$ cat src/rtl/pwm_grados_decoder_if.sv
`default_nettype none
// ============================================================================
//  Module      : pwm_grados_decoder_if
//  Description : Signal bundle between a servo PWM source / angle consumer
//                (master) and the PWM-to-degrees decoder (slave).
//  Revision    : 1.0  initial release
// ============================================================================
interface pwm_grados_decoder_if;
    logic       pwm_in;
    logic [7:0] grados;
    logic       valid;
    logic       signal_lost;
    logic [3:0] unidades;
    logic [3:0] decenas;
    logic [1:0] centenas;
    logic [6:0] wire_unidades;
    logic [6:0] wire_decenas;
    logic [6:0] wire_centenas;

    modport master (
        output pwm_in,
        input  grados, valid, signal_lost, unidades, decenas, centenas,
        input  wire_unidades, wire_decenas, wire_centenas
    );

    modport slave (
        input  pwm_in,
        output grados, valid, signal_lost, unidades, decenas, centenas,
        output wire_unidades, wire_decenas, wire_centenas
    );
endinterface
`default_nettype wire

$ cat src/rtl/pwm_grados_decoder.sv
`default_nettype none
// ============================================================================
//  Module      : segmentos_7 / pwm_grados_decoder
//  Description : Measures the high time of a servo PWM pulse, converts it to
//                degrees (0..MAX_DEG), splits it into BCD digits and drives
//                three seven-segment displays. Flags loss of PWM activity.
//  Revision    : 1.0  initial release
// ============================================================================

// BCD digit to active-low seven-segment code, bit order {g,f,e,d,c,b,a}.
module segmentos_7 (
    input  wire logic [3:0] i_bcd,
    output logic      [6:0] o_seg
);
    // Pure lookup; codes above 9 blank the display.
    always_comb begin
        o_seg = 7'b1111111;
        case (i_bcd)
            4'd0: o_seg = 7'b1000000;
            4'd1: o_seg = 7'b1111001;
            4'd2: o_seg = 7'b0100100;
            4'd3: o_seg = 7'b0110000;
            4'd4: o_seg = 7'b0011001;
            4'd5: o_seg = 7'b0010010;
            4'd6: o_seg = 7'b0000010;
            4'd7: o_seg = 7'b1111000;
            4'd8: o_seg = 7'b0000000;
            4'd9: o_seg = 7'b0010000;
            default: o_seg = 7'b1111111;
        endcase
    end
endmodule

module pwm_grados_decoder #(
    parameter int unsigned MIN_PULSE = 50000,
    parameter int unsigned STEP      = 277,
    parameter int unsigned MAX_DEG   = 180,
    parameter int unsigned GLITCH    = 1000,
    parameter int unsigned TIMEOUT   = 2000000
) (
    input  wire logic            clk,
    input  wire logic            rst,
    pwm_grados_decoder_if.slave  bus
);
    localparam logic [7:0] c_MAX_DEG = MAX_DEG[7:0];

    typedef enum logic [0:0] {MS_WAIT_RISE = 1'b0, MS_HIGH = 1'b1} meas_t;
    typedef enum logic [1:0] {BS_IDLE = 2'd0, BS_SHIFT = 2'd1, BS_DONE = 2'd2} bcd_t;

    // ---------------- input synchronizer + edge detect -----------------------
    logic r_s1, r_s2, r_s3;
    logic w_rise, w_fall;

    // Flops reset high so a pulse already high at reset release never
    // looks like a rising edge.
    always_ff @(posedge clk) begin
        if (rst) begin
            r_s1 <= 1'b1;
            r_s2 <= 1'b1;
            r_s3 <= 1'b1;
        end else begin
            r_s1 <= bus.pwm_in;
            r_s2 <= r_s1;
            r_s3 <= r_s2;
        end
    end

    assign w_rise = r_s2 & ~r_s3;
    assign w_fall = ~r_s2 & r_s3;

    // ---------------- measurement FSM ----------------------------------------
    meas_t       r_ms, w_ms_nxt;
    logic [31:0] r_hi_cnt, w_hi_nxt;
    logic [31:0] r_step_cnt, w_step_nxt;
    logic [7:0]  r_deg_acc, w_deg_nxt;
    logic        r_accept, w_accept;
    logic [7:0]  r_accept_deg;

    // State and counter registers of the pulse measurement.
    always_ff @(posedge clk) begin
        if (rst) begin
            r_ms         <= MS_WAIT_RISE;
            r_hi_cnt     <= '0;
            r_step_cnt   <= '0;
            r_deg_acc    <= '0;
            r_accept     <= 1'b0;
            r_accept_deg <= '0;
        end else begin
            r_ms         <= w_ms_nxt;
            r_hi_cnt     <= w_hi_nxt;
            r_step_cnt   <= w_step_nxt;
            r_deg_acc    <= w_deg_nxt;
            r_accept     <= w_accept;
            r_accept_deg <= w_deg_nxt;
        end
    end

    // In HIGH every cycle corresponds to one high sample (the delayed sample
    // r_s3 is high throughout, including the falling-edge cycle), so the
    // incremented count on the fall cycle is exactly the pulse width W.
    always_comb begin
        w_ms_nxt   = r_ms;
        w_hi_nxt   = r_hi_cnt;
        w_step_nxt = r_step_cnt;
        w_deg_nxt  = r_deg_acc;
        w_accept   = 1'b0;
        case (r_ms)
            MS_WAIT_RISE: begin
                if (w_rise) begin
                    w_hi_nxt   = '0;
                    w_step_nxt = '0;
                    w_deg_nxt  = '0;
                    w_ms_nxt   = MS_HIGH;
                end
            end
            MS_HIGH: begin
                w_hi_nxt = r_hi_cnt + 32'd1;
                if (r_hi_cnt >= MIN_PULSE) begin
                    if (r_step_cnt == STEP - 32'd1) begin
                        w_step_nxt = '0;
                        if (r_deg_acc < c_MAX_DEG)
                            w_deg_nxt = r_deg_acc + 8'd1;
                    end else begin
                        w_step_nxt = r_step_cnt + 32'd1;
                    end
                end
                if (w_fall) begin
                    w_ms_nxt = MS_WAIT_RISE;
                    w_accept = (w_hi_nxt >= GLITCH);
                end else if (w_hi_nxt >= TIMEOUT) begin
                    w_ms_nxt = MS_WAIT_RISE;
                end
            end
            default: w_ms_nxt = MS_WAIT_RISE;
        endcase
    end

    // ---------------- BCD converter FSM --------------------------------------
    bcd_t        r_bs, w_bs_nxt;
    logic [19:0] r_scratch, w_scr_nxt, w_adj, w_shifted;
    logic [2:0]  r_shift_cnt, w_cnt_nxt;
    logic [7:0]  r_deg_hold, w_hold_nxt;
    logic [7:0]  r_grados, w_grados_nxt;
    logic [1:0]  r_cent, w_cent_nxt;
    logic [3:0]  r_dec, w_dec_nxt;
    logic [3:0]  r_uni, w_uni_nxt;
    logic        r_valid, w_valid_nxt;

    // Double-dabble step: add 3 to each BCD nibble >= 5, then shift left.
    always_comb begin
        w_adj = r_scratch;
        if (r_scratch[11:8]  >= 4'd5) w_adj[11:8]  = r_scratch[11:8]  + 4'd3;
        if (r_scratch[15:12] >= 4'd5) w_adj[15:12] = r_scratch[15:12] + 4'd3;
        if (r_scratch[19:16] >= 4'd5) w_adj[19:16] = r_scratch[19:16] + 4'd3;
        w_shifted = w_adj << 1;
    end

    // Converter state and registered outputs.
    always_ff @(posedge clk) begin
        if (rst) begin
            r_bs        <= BS_IDLE;
            r_scratch   <= '0;
            r_shift_cnt <= '0;
            r_deg_hold  <= '0;
            r_grados    <= '0;
            r_cent      <= '0;
            r_dec       <= '0;
            r_uni       <= '0;
            r_valid     <= 1'b0;
        end else begin
            r_bs        <= w_bs_nxt;
            r_scratch   <= w_scr_nxt;
            r_shift_cnt <= w_cnt_nxt;
            r_deg_hold  <= w_hold_nxt;
            r_grados    <= w_grados_nxt;
            r_cent      <= w_cent_nxt;
            r_dec       <= w_dec_nxt;
            r_uni       <= w_uni_nxt;
            r_valid     <= w_valid_nxt;
        end
    end

    // Load on accept (only when idle), 8 shifts, then publish all outputs.
    always_comb begin
        w_bs_nxt     = r_bs;
        w_scr_nxt    = r_scratch;
        w_cnt_nxt    = r_shift_cnt;
        w_hold_nxt   = r_deg_hold;
        w_grados_nxt = r_grados;
        w_cent_nxt   = r_cent;
        w_dec_nxt    = r_dec;
        w_uni_nxt    = r_uni;
        w_valid_nxt  = 1'b0;
        case (r_bs)
            BS_IDLE: begin
                if (r_accept) begin
                    w_scr_nxt  = {12'd0, r_accept_deg};
                    w_hold_nxt = r_accept_deg;
                    w_cnt_nxt  = '0;
                    w_bs_nxt   = BS_SHIFT;
                end
            end
            BS_SHIFT: begin
                w_scr_nxt = w_shifted;
                w_cnt_nxt = r_shift_cnt + 3'd1;
                if (r_shift_cnt == 3'd7)
                    w_bs_nxt = BS_DONE;
            end
            BS_DONE: begin
                w_grados_nxt = r_deg_hold;
                w_cent_nxt   = r_scratch[17:16];
                w_dec_nxt    = r_scratch[15:12];
                w_uni_nxt    = r_scratch[11:8];
                w_valid_nxt  = 1'b1;
                w_bs_nxt     = BS_IDLE;
            end
            default: w_bs_nxt = BS_IDLE;
        endcase
    end

    // ---------------- loss detection -----------------------------------------
    logic [31:0] r_period, w_period_nxt;
    logic        r_lost;

    always_comb begin
        w_period_nxt = r_period;
        if (w_rise)
            w_period_nxt = '0;
        else if (r_period != TIMEOUT)
            w_period_nxt = r_period + 32'd1;
    end

    // Lost flag: set when the period counter saturates, cleared together with
    // the valid pulse; the clear takes priority.
    always_ff @(posedge clk) begin
        if (rst) begin
            r_period <= TIMEOUT;
            r_lost   <= 1'b1;
        end else begin
            r_period <= w_period_nxt;
            if (w_valid_nxt)
                r_lost <= 1'b0;
            else if (w_period_nxt == TIMEOUT)
                r_lost <= 1'b1;
        end
    end

    // ---------------- outputs ------------------------------------------------
    assign bus.grados      = r_grados;
    assign bus.valid       = r_valid;
    assign bus.signal_lost = r_lost;
    assign bus.centenas    = r_cent;
    assign bus.decenas     = r_dec;
    assign bus.unidades    = r_uni;

    segmentos_7 u_seg_uni (.i_bcd(r_uni),           .o_seg(bus.wire_unidades));
    segmentos_7 u_seg_dec (.i_bcd(r_dec),           .o_seg(bus.wire_decenas));
    segmentos_7 u_seg_cen (.i_bcd({2'b00, r_cent}), .o_seg(bus.wire_centenas));
endmodule
`default_nettype wire

$ cat src/flat_wrapper.sv
// flat-port wrapper written by rule: the top's interface ports become plain ports
module pwm_grados_decoder_flat 
#(
    parameter int unsigned MIN_PULSE = 50000,
    parameter int unsigned STEP      = 277,
    parameter int unsigned MAX_DEG   = 180,
    parameter int unsigned GLITCH    = 1000,
    parameter int unsigned TIMEOUT   = 2000000
)
  (clk, rst, bus_pwm_in, bus_grados, bus_valid, bus_signal_lost, bus_unidades, bus_decenas, bus_centenas, bus_wire_unidades, bus_wire_decenas, bus_wire_centenas);
  pwm_grados_decoder_if bus_i ();
  input  wire logic clk;
  input  wire logic rst;
  input wire logic [$bits(bus_i.pwm_in)-1:0] bus_pwm_in;
  output wire logic [$bits(bus_i.grados)-1:0] bus_grados;
  output wire logic [$bits(bus_i.valid)-1:0] bus_valid;
  output wire logic [$bits(bus_i.signal_lost)-1:0] bus_signal_lost;
  output wire logic [$bits(bus_i.unidades)-1:0] bus_unidades;
  output wire logic [$bits(bus_i.decenas)-1:0] bus_decenas;
  output wire logic [$bits(bus_i.centenas)-1:0] bus_centenas;
  output wire logic [$bits(bus_i.wire_unidades)-1:0] bus_wire_unidades;
  output wire logic [$bits(bus_i.wire_decenas)-1:0] bus_wire_decenas;
  output wire logic [$bits(bus_i.wire_centenas)-1:0] bus_wire_centenas;
  assign bus_i.pwm_in = bus_pwm_in;
  assign bus_grados = bus_i.grados;
  assign bus_valid = bus_i.valid;
  assign bus_signal_lost = bus_i.signal_lost;
  assign bus_unidades = bus_i.unidades;
  assign bus_decenas = bus_i.decenas;
  assign bus_centenas = bus_i.centenas;
  assign bus_wire_unidades = bus_i.wire_unidades;
  assign bus_wire_decenas = bus_i.wire_decenas;
  assign bus_wire_centenas = bus_i.wire_centenas;
  pwm_grados_decoder #(.MIN_PULSE(MIN_PULSE), .STEP(STEP), .MAX_DEG(MAX_DEG), .GLITCH(GLITCH), .TIMEOUT(TIMEOUT)) u_core (.clk(clk), .rst(rst), .bus(bus_i));
endmodule
$ cat config.mk
export PLATFORM = sky130hd
export DESIGN_NAME = pwm_grados_decoder_flat
export DESIGN_NICKNAME = d
export VERILOG_FILES = /design/src/rtl/pwm_grados_decoder_if.sv /design/src/rtl/pwm_grados_decoder.sv /design/src/flat_wrapper.sv
export SDC_FILE = /design/constraint.sdc
export NUM_CORES = 1
export LEC_CHECK = 0
export ABC_AREA = 1
export CORE_MARGIN = 1
export CORE_UTILIZATION = 60
export DETAILED_ROUTE_END_ITERATION = 8
export PLACE_DENSITY = 0.79
export SETUP_SLACK_MARGIN = 0.4
export SLEW_MARGIN = 20
export SYNTH_ARGS = -nofsm -noshare
export SYNTH_HDL_FRONTEND = slang
export SYNTH_HIERARCHICAL = 1
export SYNTH_SLANG_ARGS = --single-unit
$ cat constraint.sdc
create_clock -name clk -period 2.8 [get_ports clk]
set_clock_uncertainty 0.1 [all_clocks]
set_input_delay 0.42 -clock clk [delete_from_list [all_inputs] [get_ports clk]]
set_output_delay 0.42 -clock clk [all_outputs]
set_load 0.005 [all_outputs]
==> results.json <==
{
  "io_buffer_count": 42,
  "nFillCells": 1470,
  "synth_edf_count": 0,
  "place_congestion": 0.990,
  "drv_cap": 0,
  "period_share": 0.828,
  "hold_path_class": "input port to flip-flop",
  "synthCells": 1579,
  "met1_usage": 0.398,
  "final_max_slew_viol_count": 0,
  "hold_viol_final": 0,
  "hold_slack_ns": 0.279,
  "met2_usage": 0.479,
  "path_clk_slew_ns": 0.06,
  "place_area_um2": 10500,
  "synth_area_per_cell_um2": 6.24,
  "synth_common_cells": "nand2_1, nor2_1, dfxtp_1",
  "dieArea_um2": 16900,
  "rows": 46,
  "worst_slew_pin_slew_ns": 0.784,
  "fin_setup_tns_ns": 0,
  "final_antenna_net_count": 0,
  "die_h_um": 130,
  "drt_iter0_drc": 872,
  "busiest_layer": "met2",
  "clock_latency_ns": 0.43,
  "irDropWorstVdd_v": 0.000493,
  "cts_made_buffers": 17,
  "fin_cells": 1856,
  "grt_first_pass_wirelength_um": 39800,
  "yosysSeqAreaShare": 0.329,
  "power_mw": 4.95,
  "n_antenna_cell": 0,
  "cp_max_fo": 6,
  "worstPathArrival_ns": 2.52,
  "grt_max_degree": 70,
  "routedWlPerCell_um": 13.2,
  "leakagePower_nw": 4.62,
  "hpwl_um": 17800,
  "gr-total-overflow": 0,
  "yosysWarnings": 6,
  "gr-usage-met3": 0.0508,
  "outcome": "finished clean",
  "max_freq_mhz": 431,
  "critPathRequiredTime_ns": 3.00,
  "antenna_found_initial": 0,
  "rsz0062_at_grt": "yes",
  "totalWireLength_um": 24500,
  "vias": 9941,
  "p_per_area_nw_per_um2": 443,
  "async_flop_share": 0,
  "synth_flop_cell": "dfxtp_1",
  "synth_cell_types": 45,
  "cp-start-kind": "flip-flop",
  "synth_area_um2": 9850,
  "area_growth_pct": 13.4,
  "synth_largest_area_cell": "dfxtp_1",
  "grt.total_usage": 0.295,
  "drc": 0,
  "synth_top_area_frac": 0.329,
  "period_needed_ns": 2.32,
  "drive_gt1_frac": 0.0805,
  "setup_viol": 0,
  "yosysMostFrequentCell": "nand2_1",
  "ys_seq_elements": 162,
  "core_um2": 15900,
  "htreeDepth": 4,
  "cts.sinks": 162,
  "first_global_vias": 8615,
  "place_inst": 1820,
  "routed_via_density": 5.36,
  "drt_first_pass_iters": 6,
  "synth_area_leaders": "dfxtp_1, nand2_1, nor2_1, inv_1, nand3_1",
  "design_area_um2": 11200,
  "fin_nets": 1660,
  "io_pins": 44,
  "clockBufferDepth": 2,
  "crit_type": "flip-flop to flip-flop",
  "relSlewSlack": 0.476,
  "crit_path_end_kind": "flip-flop",
  "holdBufCountCts": 0,
  "initial_core_util": 0.618,
  "clock-root-buffer": "clkbuf_16",
  "cts_tree": "done",
  "fp.dieW_um": 130
}
[metrics by stage]
stage          utilization  setup WS, ns
2_1_floorplan            -         0.860
3_3_place_gp         0.659         0.514
3_5_place_dp         0.659         0.478
4_1_cts              0.697         0.358
5_1_grt              0.701         0.270
6_report             0.701         0.481
[worst max-delay path: stages (launching register included)]
cell and delay [ns]:
dfxtp_1 0.38, ha_2 0.23, inv_1 0.07, nor2_4 0.18, nand2_2 0.13, inv_1 0.15, nand2_1 0.07, nand3_1 0.09
nand2_1 0.07, nor2_1 0.10, nand4_1 0.18, nor2_1 0.23, nand2_1 0.08, nand3_1 0.07, nand3_1 0.07
[final cells by class]
type	count	area (um^2)	area share
repair buffers	60	568	0.0509
clock inverters	9	77.6	0.00694
multi-input cells	1214	5860	0.525
inverters	172	646	0.0578
well taps	216	270	0.0242
flip-flops and latches	162	3260	0.292
clock buffers	23	488	0.0437
[cells in the final DEF, fill, tap and decap left out, types with 4 or more instances in the layout]
cell and count:
clkinv_2 6, nor2_2 18, nand3b_1 7, dlymetal6s2s_1 6, nand4_1 26, buf_4 19
nand2_2 12, xor2_1 39, nand2_1 461, clkbuf_8 4, dfxtp_2 5, or2_2 4
conb_1 9, nand3_1 104, dfxtp_1 154, nor3_1 52, nor2_1 245, ha_1 27
a31oi_1 7, o21ai_0 52, clkbuf_16 17, nor2_4 7, nor4_1 7, clkdlybuf4s50_1 35
inv_1 153, inv_2 16, a21oi_1 101
[worst paths after layout]
| check | startpoint | endpoint | slack, ns | depth (start not counted) |
|---|---|---|---|---|
| worst max register to register | u_core/r_period[1] | u_core/bus.signal_lost | 0.48 | 14 |
| worst min register to register | u_core/r_s1 | u_core/r_s2 | 0.36 | 1 |
| worst max-delay path | u_core/r_period[1] | u_core/bus.signal_lost | 0.48 | 14 |
| worst min-delay path | rst | u_core/bus.unidades[1] | 0.28 | 4 |
[metal layers]
metal,share of wire,wire (um),up-vias
met4,0.019,472,0
li1,-,-,5127
met5,0,0,-
met2,0.45,11100,299
met3,0.057,1390,44
met1,0.47,11500,4471
[timing repair]
action                                  in CTS  in global routing
pin swaps                                    0                  2
endpoints found under the setup margin      13                 13
gates resized for setup                      7                 23
buffers inserted                             3                  1
[sequential cells by signal, summed over array words and instances, names as in the netlist]
name,cells
u_core/bus.unidades,4
u_core/r_bs,2
u_core/r_accept_deg,8
u_core/r_shift_cnt,3
u_core/r_s2,1
u_core/bus.centenas,2
u_core/r_accept,1
u_core/r_step_cnt,32
u_core/r_ms,1
u_core/r_s3,1
u_core/bus.signal_lost,1
u_core/bus.decenas,4
u_core/r_period,32
u_core/r_s1,1
u_core/r_hi_cnt,32
u_core/bus.grados,8
u_core/r_scratch,20
u_core/bus.valid,1
u_core/r_deg_hold,8
[kinds of logic (layout without fill, tap and decap cells)]
group | after synthesis | after routing | share of synthesized area
and+or+nand+nor | 955 | 955 | 0.414
adders and majority gates | 30 | 30 | 0.0381
buffers and inverters | 211 | 264 | 0.0817
xor gates and xnor gates | 44 | 44 | 0.0414
other | 1 | 9 | 0.000381
DFF | 162 | 162 | 0.329
AOI/OAI and AO/OA | 176 | 176 | 0.0947
[where the power goes]
group          switching, mW  internal [mW]  leakage, nW
clock                  0.917           1.31        0.287
combinational          0.236          0.124         3.02
sequential            0.0295           2.33         1.31
(Power assumes the default switching activity.)
